**config.mk**
```make
export PLATFORM = sky130hd
export DESIGN_NAME = unified_mem_arbiter
export DESIGN_NICKNAME = d
export VERILOG_FILES = /design/src/rtl/unified_mem_arbiter.sv
export SDC_FILE = /design/constraint.sdc
export NUM_CORES = 1
export LEC_CHECK = 0
export BUFFER_PORTS_ARGS = -buffer_cell sky130_fd_sc_hd__clkbuf_2
export CAP_MARGIN = 5
export CORE_UTILIZATION = 35
export CTS_CLUSTER_DIAMETER = 100
export CTS_CLUSTER_SIZE = 20
export DETAILED_ROUTE_END_ITERATION = 8
export HOLD_SLACK_MARGIN = 0.1
export PLACE_DENSITY = 0.69
export RECOVER_POWER = 25
export REMOVE_ABC_BUFFERS = 1
export SKIP_CTS_REPAIR_TIMING = 1
export SLEW_MARGIN = 0
export SYNTH_ARGS = -nofsm -noshare
export SYNTH_HDL_FRONTEND = slang
export SYNTH_SLANG_ARGS = --single-unit
```
**constraint.sdc**
```tcl
create_clock -name clk -period 5.4 [get_ports clk]
set_input_delay 0.27 -clock clk [delete_from_list [all_inputs] [get_ports clk]]
set_output_delay 0.27 -clock clk [all_outputs]
set_load 0.01 [all_outputs]
```
**src/rtl/unified_mem_arbiter.sv**
```systemverilog
// rtl/unified_mem_arbiter.sv - IF/MEM arbiter for the shared single-ported instruction/data memory
//
// Serialises IF fetches and MEM loads/stores onto one memory port, one transaction
// at a time. Data wins over fetch, and a pending data access wins over halt.
// Parks the core in HALT on halt_req or on a memory timeout. Only reset leaves HALT.
//
// Ports:
//   clk, rst                 core clock (rising edge), asynchronous active-low reset
//   if_req/if_addr           fetch request from IF; if_valid/if_rdata complete it
//   dm_req/dm_we/dm_be/
//   dm_addr/dm_wdata         load/store request from MEM; dm_valid/dm_rdata complete it
//   halt_req                 ECALL/EBREAK reached MEM
//   stall_if, stall_mem      pipeline freeze controls
//   halted, bus_err          sticky status (bus_err = timeout)
//   mem_*                    registered request to memory; mem_rdata/mem_ready come back
module unified_mem_arbiter #(
  parameter int TIMEOUT = 16
) (
  input  logic        clk,
  input  logic        rst,
  input  logic        if_req,
  input  logic [31:0] if_addr,
  output logic        if_valid,
  output logic [31:0] if_rdata,
  input  logic        dm_req,
  input  logic        dm_we,
  input  logic [3:0]  dm_be,
  input  logic [31:0] dm_addr,
  input  logic [31:0] dm_wdata,
  output logic        dm_valid,
  output logic [31:0] dm_rdata,
  input  logic        halt_req,
  output logic        stall_if,
  output logic        stall_mem,
  output logic        halted,
  output logic        bus_err,
  output logic        mem_req,
  output logic        mem_we,
  output logic [3:0]  mem_be,
  output logic [31:0] mem_addr,
  output logic [31:0] mem_wdata,
  input  logic [31:0] mem_rdata,
  input  logic        mem_ready
);

  localparam logic [1:0] S_IDLE  = 2'd0;
  localparam logic [1:0] S_DATA  = 2'd1;
  localparam logic [1:0] S_FETCH = 2'd2;
  localparam logic [1:0] S_HALT  = 2'd3;

  // A TIMEOUT of 0 disables the watchdog. In that case the counter never moves.
  localparam bit TO_EN = (TIMEOUT > 0);
  localparam int CW    = (TIMEOUT > 0) ? $clog2(TIMEOUT + 1) : 1;
  localparam logic [CW-1:0] CNT_LAST = CW'((TIMEOUT > 0) ? TIMEOUT - 1 : 0);

  logic [1:0]    state;
  logic [CW-1:0] wait_cnt;
  logic          busy;
  logic          timeout_hit;

  assign busy = (state == S_DATA) || (state == S_FETCH);

  // mem_ready in the threshold cycle takes precedence: timeout_hit requires !mem_ready.
  assign timeout_hit = TO_EN && busy && !mem_ready && (wait_cnt == CNT_LAST);

  assign dm_valid  = (state == S_DATA)  && mem_ready;
  assign if_valid  = (state == S_FETCH) && mem_ready;
  assign dm_rdata  = mem_rdata;
  assign if_rdata  = mem_rdata;
  assign halted    = (state == S_HALT);

  assign stall_mem = dm_req && !dm_valid;
  assign stall_if  = (if_req && !if_valid) || stall_mem || halted;

  always_ff @(posedge clk or negedge rst) begin
    if (!rst) begin
      state     <= S_IDLE;
      mem_req   <= 1'b0;
      mem_we    <= 1'b0;
      mem_be    <= 4'b0000;
      mem_addr  <= 32'h0;
      mem_wdata <= 32'h0;
      bus_err   <= 1'b0;
      wait_cnt  <= '0;
    end else begin
      case (state)
        S_IDLE: begin
          wait_cnt <= '0;
          if (dm_req) begin
            mem_req   <= 1'b1;
            mem_we    <= dm_we;
            mem_be    <= dm_be;
            mem_addr  <= dm_addr;
            mem_wdata <= dm_wdata;
            state     <= S_DATA;
          end else if (halt_req) begin
            state <= S_HALT;
          end else if (if_req) begin
            mem_req  <= 1'b1;
            mem_we   <= 1'b0;
            mem_be   <= 4'b1111;
            mem_addr <= if_addr;
            state    <= S_FETCH;
          end
        end
        S_DATA, S_FETCH: begin
          // Returning to IDLE on completion creates a one-cycle bubble. A requester
          // that still asserts req in its completion cycle is not issued twice.
          if (mem_ready) begin
            mem_req <= 1'b0;
            state   <= S_IDLE;
          end else if (timeout_hit) begin
            mem_req <= 1'b0;
            bus_err <= 1'b1;
            state   <= S_HALT;
          end else if (TO_EN) begin
            wait_cnt <= wait_cnt + CW'(1);
          end
        end
        default: begin
          mem_req <= 1'b0;
        end
      endcase
    end
  end

endmodule
```
# Word-level counts from Yosys, hierarchy flattened

Index checks and enable logic that the tools add are counted.

Divide/modulo/power cells: 0
Shift operators: 0
Reductions and logical operators: 22
Equality and inequality tests: 11
Add/subtract/negate cells: 1
$mul: 0
Bitwise operators: 1
Mux-type cells: 24
Order comparisons: 0

Operators with widths:

| operator                                       | number |
|---|---|
| two-way mux 32 bit                             | 3 |
| AND reduction 3 bit                            | 5 |
| two-way mux 4 bit                              | 3 |
| two-way mux 2 bit                              | 5 |
| two-way mux 5 bit                              | 2 |
| case mux 5 bit (2 select lines)                | 1 |
| inequality test 3 bit (second input constant)  | 3 |
| two-way mux 1 bit                              | 8 |
| logical AND 1 bit                              | 6 |
| inequality test 2 bit (second input constant)  | 3 |
| adder 5 x 1 -> 5 bit (second input constant)   | 1 |
| == test 5 x 4 -> 1 bit (second input constant) | 1 |
| == test 2 bit (second input constant)          | 2 |
| inequality test 4 bit (second input constant)  | 1 |
| case mux 2 bit (2 select lines)                | 1 |
| nonzero test 2 bit                             | 2 |
| logical NOT 1 bit                              | 3 |
| logical OR 1 bit                               | 3 |
| == test 2 x 1 -> 1 bit (second input constant) | 1 |
| logical NOT 2 bit                              | 1 |
| case mux 1 bit (2 select lines)                | 1 |
| AND reduction 2 bit                            | 1 |
| OR reduction 2 bit                             | 1 |
| NOT 1 bit                                      | 1 |

Latch bits: 0
Input port bits: 139
Output and inout port bits: 140
Memory bits (read-only): 0
Memories kept: 0
Bits in writable memories: 0
Bits in registers: 78

# Depth between registers and ports, before layout

Gate-level depths: netlist of run 1.

Depth after elaboration: 7
Depth in mapped cells: 6
Depth with buffers taken out: 6

# Least setup slack after synthesis of run 1

Ideal clock, no wire load.

Path type: register to register
Start: register wait_cnt[0]
End: register wait_cnt[3]
Setup time: 0.069 ns
Arrival: 1.814 ns
Stages on the path, launching flop included: 7
Period minus slack after synthesis: 1.883 ns
Path slack: 3.517 ns
Cell sequence: dfrtp_1 > ha_1 > and3_1 > ha_1 > or2_4 > or4_1 > nand3_1

Word-level cells in the longest chain between the ends: 4
Elaborated cells on any way between the ends: 8
Those cells by class: 1 x add/sub; 2 x eq/ne; 3 x mux; 2 x reduce/logical

RTL lines:

| item                                                                          | RTL line | source |
|---|---|---|
| start: declaration                                                            | 57       | `logic [CW-1:0] wait_cnt;` |
| start signal: assignment                                                      | 117      | `wait_cnt <= wait_cnt + CW'(1);` |
| adder 5 x 1 -> 5 bit / == test 5 x 4 -> 1 bit (equally long branches)         | 117, 64  |  |
| two-way mux 5 bit / logical AND 1 bit (equally long branches)                 | 112, 64  |  |
| two-way mux 5 bit / inequality test 2 bit (equally long branches)             | -        |  |
| case mux 5 bit (2 select lines) / AND reduction 3 bit (equally long branches) | -        |  |

Several ways; a longest one is shown, not always the timed one. The select of a mux whose other input is x is not followed.
A chain may end at the register's enable or synchronous reset.

# Final worst setup path of run 1

Start: register state[0]
End: register mem_addr[10]

Word-level cells in the longest chain between the ends: 2

RTL lines:

| item                                 | RTL line | source |
|---|---|---|
| start: declaration                   | 56       | `logic [1:0] state;` |
| start signal: assignment             | 77       | `state <= S_IDLE;` |
| start signal: assignment             | 95       | `state <= S_DATA;` |
| start signal: assignment             | 97       | `state <= S_HALT;` |
| logical NOT 2 bit                    | 86       | `case (state)` |
| AND reduction 3 bit (no source line) | -        |  |
| end signal: assignment               | 93       | `mem_addr <= dm_addr;` |
| end signal: assignment               | 102      | `mem_addr <= if_addr;` |
| end: declaration                     | 40       | `output logic [31:0] mem_addr,` |

Every way passes these cells.

==> flow_metrics.env, run 1 <==
export IMPL_grt_max_degree=79
export IMPL_worstMarginPinSlew_ns=0.9674
export IMPL_r2r_start="state[0]"
export IMPL_worstPathRequired_ns=5.61
export IMPL_fp_dieW_um=109.4
export IMPL_report_final_slew_viol_count=0
export IMPL_synthToLayoutAreaGrowth_pct=20.42
export IMPL_finalCriticalPeriod_ns=2.083
export IMPL_whs_ns=0.08651
export IMPL_dp_cells=560
export IMPL_muxShareOfSynthArea_pct=27.05
export IMPL_first_pass_iters=4
export IMPL_ys_types=36
export IMPL_ir_worst_vdd_uv=296.0
export IMPL_synth_compound_area_share_pct=4.307
export IMPL_antenna_found_initial=0
export IMPL_grt_pass1_wl_mm=17.16
export IMPL_ys_ff_latch=78
export IMPL_syn_avg_cell_area_um2=12.86
export IMPL_drc_errors=0
export IMPL_synth_xor_area_share_pct=0
export IMPL_chipHeight_um=109.4
export IMPL_finalSetupViolations=0
export IMPL_yosysWarnings=0
export IMPL_fin_tns_setup_ns=0
export IMPL_startpoint="state[0]"
export IMPL_grt_pass1_vias=2831
export IMPL_cts_reportedPaths_clkPinSlew_ns=0.06
export IMPL_cellLeakagePower_uw=0.002386
export IMPL_ios=279
export IMPL_seq_area_frac_synth_pct=48.34
export IMPL_gr_usage_all_layers_pct=20.58
export IMPL_cts_buffer_depth=2
export IMPL_end_kind="register"
export IMPL_drive_above_1_share_pct=68.12
export IMPL_drv_cap=0
export IMPL_powerDensity_nw_per_um2=557.5
export IMPL_place_congestion=0.7743
export IMPL_yosys_area_top_type="dfrtp_1"
export IMPL_synth_top_family_by_area="multiplexers"
export IMPL_skew_ns=0.007911
export IMPL_diodes=0
export IMPL_outcome="finished clean"
export IMPL_core_area_um2=11030
export IMPL_die_area_um2=11970
export IMPL_synthTopCellsByArea="dfrtp_1 48%, mux2_2 27%, buf_4 12%"
export IMPL_io_buffers=182
export IMPL_cts_inserted_buffers=9
export IMPL_vias_per_cell=4.957
export IMPL_arrival_ns=2.30
export IMPL_hold_viol_final=0
export IMPL_syn_area_um2=4038
export IMPL_final_common_cell="clkbuf_2"
export IMPL_fmaxAchievable_mhz=480.1
export IMPL_start_util_pct=36.60
export IMPL_cts_tree="built"
export IMPL_clock_sinks=78
export IMPL_synth_fa_ha_area_share_pct=1.859
export IMPL_fin_nets=576
export IMPL_crit_path_max_fanout=36
export IMPL_drtAntennaViolNets=0
export IMPL_min_path_type="input port to async pin"
export IMPL_cts_max_level=3
export IMPL_routed_wl_mm=12.17
export IMPL_cts_root_buf="clkbuf_16"
export IMPL_power_uw=2710
export IMPL_synth_edf_count=0
export IMPL_layout_common_cells="181 x clkbuf_2, 96 x mux2_2, 78 x dfrtp_1"
export IMPL_worstSetupPathType="register to register"
export IMPL_slew_headroom_pct=35.51
export IMPL_finalCritPeriodShare_pct=38.57
export IMPL_vias=2855
export IMPL_ys_async_sr_fraction_pct=100.0
export IMPL_first_iter_violations=115
export IMPL_grt_remaining_overflow=0
export IMPL_synth_simple_area_share_pct=3.657
export IMPL_detail_route_wl_per_cell_um=21.13
export IMPL_num_rows=38
export IMPL_synthCells=314
export IMPL_synthFlopType="dfrtp_1"
export IMPL_rsz0062_at_grt="no"
export IMPL_dp_hpwl_mm=9.772
export IMPL_insertion_delay_ns=0.33
export IMPL_yosysTopAreaCellShare_pct=48.34
export IMPL_final_cells=576
export IMPL_cp_start_kind="register"
[report_power, final]
| group | internal [uW] | switching [uW] |
|---|---|---|
| sequential | 871 | 158 |
| clock | 371 | 233 |
| combinational | 555 | 524 |
| total | 1800 | 914 |
[sequential cells by signal (all words and copies together) (netlist names)]
signal     cells
bus_err        1
state          2
mem_req        1
wait_cnt       5
mem_addr      32
mem_we         1
mem_be         4
mem_wdata     32
[stage by stage]
stage	instance area [um2]	util, %	setup WS, ns
after floorplan	3463	-	3.276
after global placement	4561	41.35	3.318
after detailed placement	4561	41.35	3.258
after CTS	4862	44.08	3.272
after global routing	4862	44.08	3.180
final	4862	44.08	3.317
[layout make-up]
cell class	count	area (um2)
Inverter	6	22.52
Multi-Input combinational cell	153	1490
Tap cell	140	175.2
Timing Repair Buffer	183	920.9
Clock buffer	11	242.7
Sequential cell	78	1952
Fill cell	1064	6168
Clock inverter	5	58.81
[layer usage]
layer,vias to the layer above,global-route usage (%),routed length [um]
met5,-,6.250,0
met4,0,4.667,133
met3,8,17.37,2240
met2,193,32.03,5580
met1,1389,20.52,4216
li1,1265,-,-
[cells by family (layout without fill, tap and decap cells)]
group / count (synthesis) / after routing
muxes: 97 / 97
adders and majority gates: 6 / 6
DFF: 78 / 78
AOI/OAI and AO/OA: 25 / 25
and+or+nand+nor: 25 / 25
buffers and inverters: 83 / 205
[path summary, 6_finish.rpt]
path / endpoint / slack (ns) / cells past startpoint
setup / recovery: mem_addr[10] / 3.32 / 4
hold / removal: mem_wdata[14] / 0.09 / 1
setup reg to reg: mem_addr[10] / 3.32 / 4
hold reg to reg: bus_err / 0.48 / 1
max in group asynchronous: mem_be[2] / 4.67 / 1
min in group clk: mem_wdata[1] / 0.18 / 2
[critical path, cell delays in order, from the launching register on]
cell     delay, ns
dfrtp_1       0.43
inv_1         0.10
ha_1          0.27
o21a_2        0.74
mux2_2        0.41
[cell usage after synthesis, types with 2 or more instances]
cell type   n
mux2_2     96
dfrtp_1    78
buf_4      64
o21ai_0     7
buf_2       6
ha_1        6
inv_1       6
buf_6       5
nand2_1     5
o22a_1      4
a21oi_1     3
a22o_1      3
nor3_1      3
a31oi_1     2
and2_1      2
clkbuf_1    2
nand2b_1    2
nand3_1     2
No activity file was read; power rests on OpenSTA's default activity.
==> run 2, diff against run 1 <==
--- a/config.mk
+++ b/config.mk
@@ -5,6 +5,7 @@
 export SDC_FILE = /design/constraint.sdc
 export NUM_CORES = 1
 export LEC_CHECK = 0
+export ABC_AREA = 1
 export BUFFER_PORTS_ARGS = -buffer_cell sky130_fd_sc_hd__clkbuf_2
 export CAP_MARGIN = 5
 export CORE_UTILIZATION = 35
@@ -12,7 +13,7 @@
 export CTS_CLUSTER_SIZE = 20
 export DETAILED_ROUTE_END_ITERATION = 8
 export HOLD_SLACK_MARGIN = 0.1
-export PLACE_DENSITY = 0.69
+export PLACE_DENSITY = 0.71
 export RECOVER_POWER = 25
 export REMOVE_ABC_BUFFERS = 1
 export SKIP_CTS_REPAIR_TIMING = 1
==> constraint.sdc (replaced) <==
create_clock -name clk -period 1.7 [get_ports clk]
set_input_delay 0.085 -clock clk [delete_from_list [all_inputs] [get_ports clk]]
set_output_delay 0.085 -clock clk [all_outputs]
set_load 0.01 [all_outputs]
==> run 2 against run 1 <==
Net effect: global-route usage grew 1.5 points; fmax grew 33%; register-to-register slack got worse by 3.2 ns; total power grew to 3.2 times the previous value; combinational power rose to 3.3 times the previous value; critical path depth increased by 2; routed wire length is 19% higher; synthesized cell count increased by 49%; clock skew fell by 0.0036 ns; count of clock-buffer cells in the layout is 1 lower; non-clock buffer count grew 45; critical endpoint is now mem_wdata[31]; largest power group unchanged.
==> flow_metrics.env, run 2 <==
export IMPL_fp_dieW_um=109.1
export IMPL_top_regs="mem_addr x32, mem_wdata x32, wait_cnt x5"
export IMPL_worstHoldStart="halt_req"
export IMPL_start_util_pct=36.42
export IMPL_grt_pass1_vias=3250
export IMPL_crit_path_max_fanout=33
export IMPL_yosys_area_top_type="dfrtp_1"
export IMPL_routed_wl_mm=14.45
export IMPL_final_common_cell="clkbuf_2"
export IMPL_rsz0062_at_grt="no"
export IMPL_syn_avg_cell_area_um2=8.566
export IMPL_core_area_um2=11030
export IMPL_path_cells="inv_1 > ha_2 > nand2_4 > inv_2 > nand2_1 > nand2_1"
export IMPL_drc_errors=0
export IMPL_worstPathRequired_ns=1.96
export IMPL_cts_inserted_buffers=9
export IMPL_slowest_delay_ns=0.42
export IMPL_place_congestion=0.8829
export IMPL_powerDensity_nw_per_um2=1651
export IMPL_gr_usage_all_layers_pct=22.04
export IMPL_sw_frac_of_total_pct=37.70
export IMPL_cellLeakagePower_uw=0.002779
export IMPL_drive_above_1_share_pct=33.81
export IMPL_dp_hpwl_mm=10.62
export IMPL_insertion_delay_ns=0.33
export IMPL_synthCells=469
export IMPL_first_iter_violations=239
export IMPL_clkPwrFrac_pct=21.8
export IMPL_ios=279
export IMPL_ys_ff_latch=78
export IMPL_fillCellCount=1071
export IMPL_r2r_slack_ns=0.13
export IMPL_min_to="state[0]"
export IMPL_comb_power_share_pct=40.9
export IMPL_cp_slowest_cell="inv_2"
export IMPL_fin_area_um2=5241
export IMPL_wl_met1_mm=5.230
export IMPL_vias=3748
export IMPL_ys_async_sr_fraction_pct=100.0
export IMPL_cp_start_kind="register"
export IMPL_seq_power_share_pct=37.3
export IMPL_top_layer_used="met5"
export IMPL_netlist_top_cells_count="120 x nand2_1, 78 x dfrtp_1, 71 x nor2_1"
export IMPL_worstMarginPinSlew_ns=0.9337
export IMPL_synth_edf_count=0
export IMPL_finalSetupViolations=0
export IMPL_first_pass_iters=4
export IMPL_met3_wirelength_mm=2.227
export IMPL_cts_root_buf="clkbuf_16"
export IMPL_arrival_ns=1.83
export IMPL_outcome="finished clean"
export IMPL_num_rows=38
export IMPL_syn_area_um2=4018
export IMPL_fin_tns_setup_ns=0
export IMPL_synthTopCellsByArea="dfrtp_1 49%, buf_4 13%, nand2_1 11%"
export IMPL_io_buffers=182
export IMPL_finalCriticalPeriod_ns=1.571
export IMPL_hold_viol_final=0
export IMPL_whs_ns=0.1055
export IMPL_fin_nets=768
export IMPL_diodes=0
export IMPL_seq_area_frac_synth_pct=48.58
export IMPL_drv_cap=0
export IMPL_intPower_uw=5391
export IMPL_synthFlopType="dfrtp_1"
export IMPL_cts_max_level=3
export IMPL_met2_wirelength_mm=6.471
export IMPL_seq_area_um2=1952
export IMPL_multi_input_area_um2=1360
export IMPL_ys_types=21
export IMPL_rr_endpoint="mem_wdata[31]"
export IMPL_detail_route_wl_per_cell_um=18.84
export IMPL_r2r_start="state[0]"
export IMPL_drtAntennaViolNets=0
export IMPL_cp_common_cell="nand2_1"
export IMPL_fmaxAchievable_mhz=636.5
export IMPL_layout_common_cells="182 x clkbuf_2, 119 x nand2_1, 78 x dfrtp_1"
export IMPL_cts_reportedPaths_clkPinSlew_ns=0.06
export IMPL_clock_sinks=78
export IMPL_grt_max_degree=66
export IMPL_cts_buffer_depth=2
export IMPL_yosysTopAreaCellShare_pct=48.58
export IMPL_grt_remaining_overflow=0
export IMPL_cts_tree="built"
export IMPL_die_area_um2=11910
export IMPL_synthToLayoutAreaGrowth_pct=30.46
export IMPL_ir_worst_vdd_uv=812.7
export IMPL_skew_ns=0.004295
export IMPL_yosysWarnings=0
export IMPL_finalCritPeriodShare_pct=92.41
export IMPL_worstSetupPathType="register to register"
export IMPL_slew_headroom_pct=37.76
export IMPL_min_path_type="input port to register"
export IMPL_dpl_cell_area_um2=4542
export IMPL_vias_per_cell=4.887
export IMPL_report_final_slew_viol_count=0
export IMPL_end_kind="register"
export IMPL_netSwitchingPower_uw=3262
export IMPL_final_cells=767
export IMPL_dp_cells=713
export IMPL_antenna_found_initial=0
export IMPL_chipHeight_um=109.1
export IMPL_r2r_worst_path_cells=6
export IMPL_min_delay_path_depth=5
export IMPL_yosysMostFrequentCell="nand2_1"
export IMPL_grt_pass1_wl_mm=18.69
[run 2: through the flow]
stage	total power (uW)	worst slack (ns)	utilization [%]
after floorplan	5023	-0.2693	-
after global placement	6488	0.1589	41.18
after detailed placement	6595	0.07096	41.18
after CTS	8515	0.06367	43.80
after global routing	9260	0.01124	47.52
final	8654	0.1290	47.52
[run 2: power groups by stage]
stage / Sequential [uW] / Clock [uW] / Combinational (uW)
after floorplan: 3530 / 0 / 1490
after global placement: 3210 / 0 / 3280
after detailed placement: 3220 / 0 / 3370
after CTS: 3210 / 1930 / 3370
after global routing: 3310 / 2020 / 3930
final: 3230 / 1880 / 3540
[run 2: worst max path at each step]
stage | from | to | slack [ns] | cells after the start
after global routing | state[1] | stall_if | 0.01 | 8
after CTS | state[0] | mem_addr[13] | 0.06 | 7
after floorplan | state[0] | mem_addr[0] | -0.27 | 6
after global placement | state[0] | mem_addr[23] | 0.16 | 7
final | state[0] | mem_wdata[31] | 0.13 | 6
after detailed placement | state[0] | mem_addr[13] | 0.07 | 7
[run 2: logic make-up (layout without fill, tap and decap cells)]
family,after synthesis,count (layout),synth area share [%]
AND/OR/NAND/NOR,201,201,19.31
AO/OA/AOI/OAI,79,79,12.27
adder cells (fa/ha/maj),6,6,1.869
XOR/XNOR,1,1,0.2180
flip-flops,78,78,48.58
buffers and inverters,104,262,17.75
[run 2: cell type report]
cell class,instances,area share [%]
multi-input cells,287,25.95
well taps,140,3.342
clock buffers,10,4.560
inverters,19,1.361
flip-flops and latches,78,37.24
repair buffers,228,26.59
clock inverters,5,0.9549
[run 2: critical path, delay by kind of cell (launching register included)]
kind          cells  cell delay [ns]
flops             1             0.40
buf+inv           2             0.52
fa+ha+maj         1             0.24
simple gates      3             0.34
[run 2: metal layers]
layer  track usage, %  vias to the layer above
met5            5.804                        -
met4            8.880                        2
met3            15.54                       30
li1                 -                     1724
met1            24.89                     1764
met2            31.31                      228
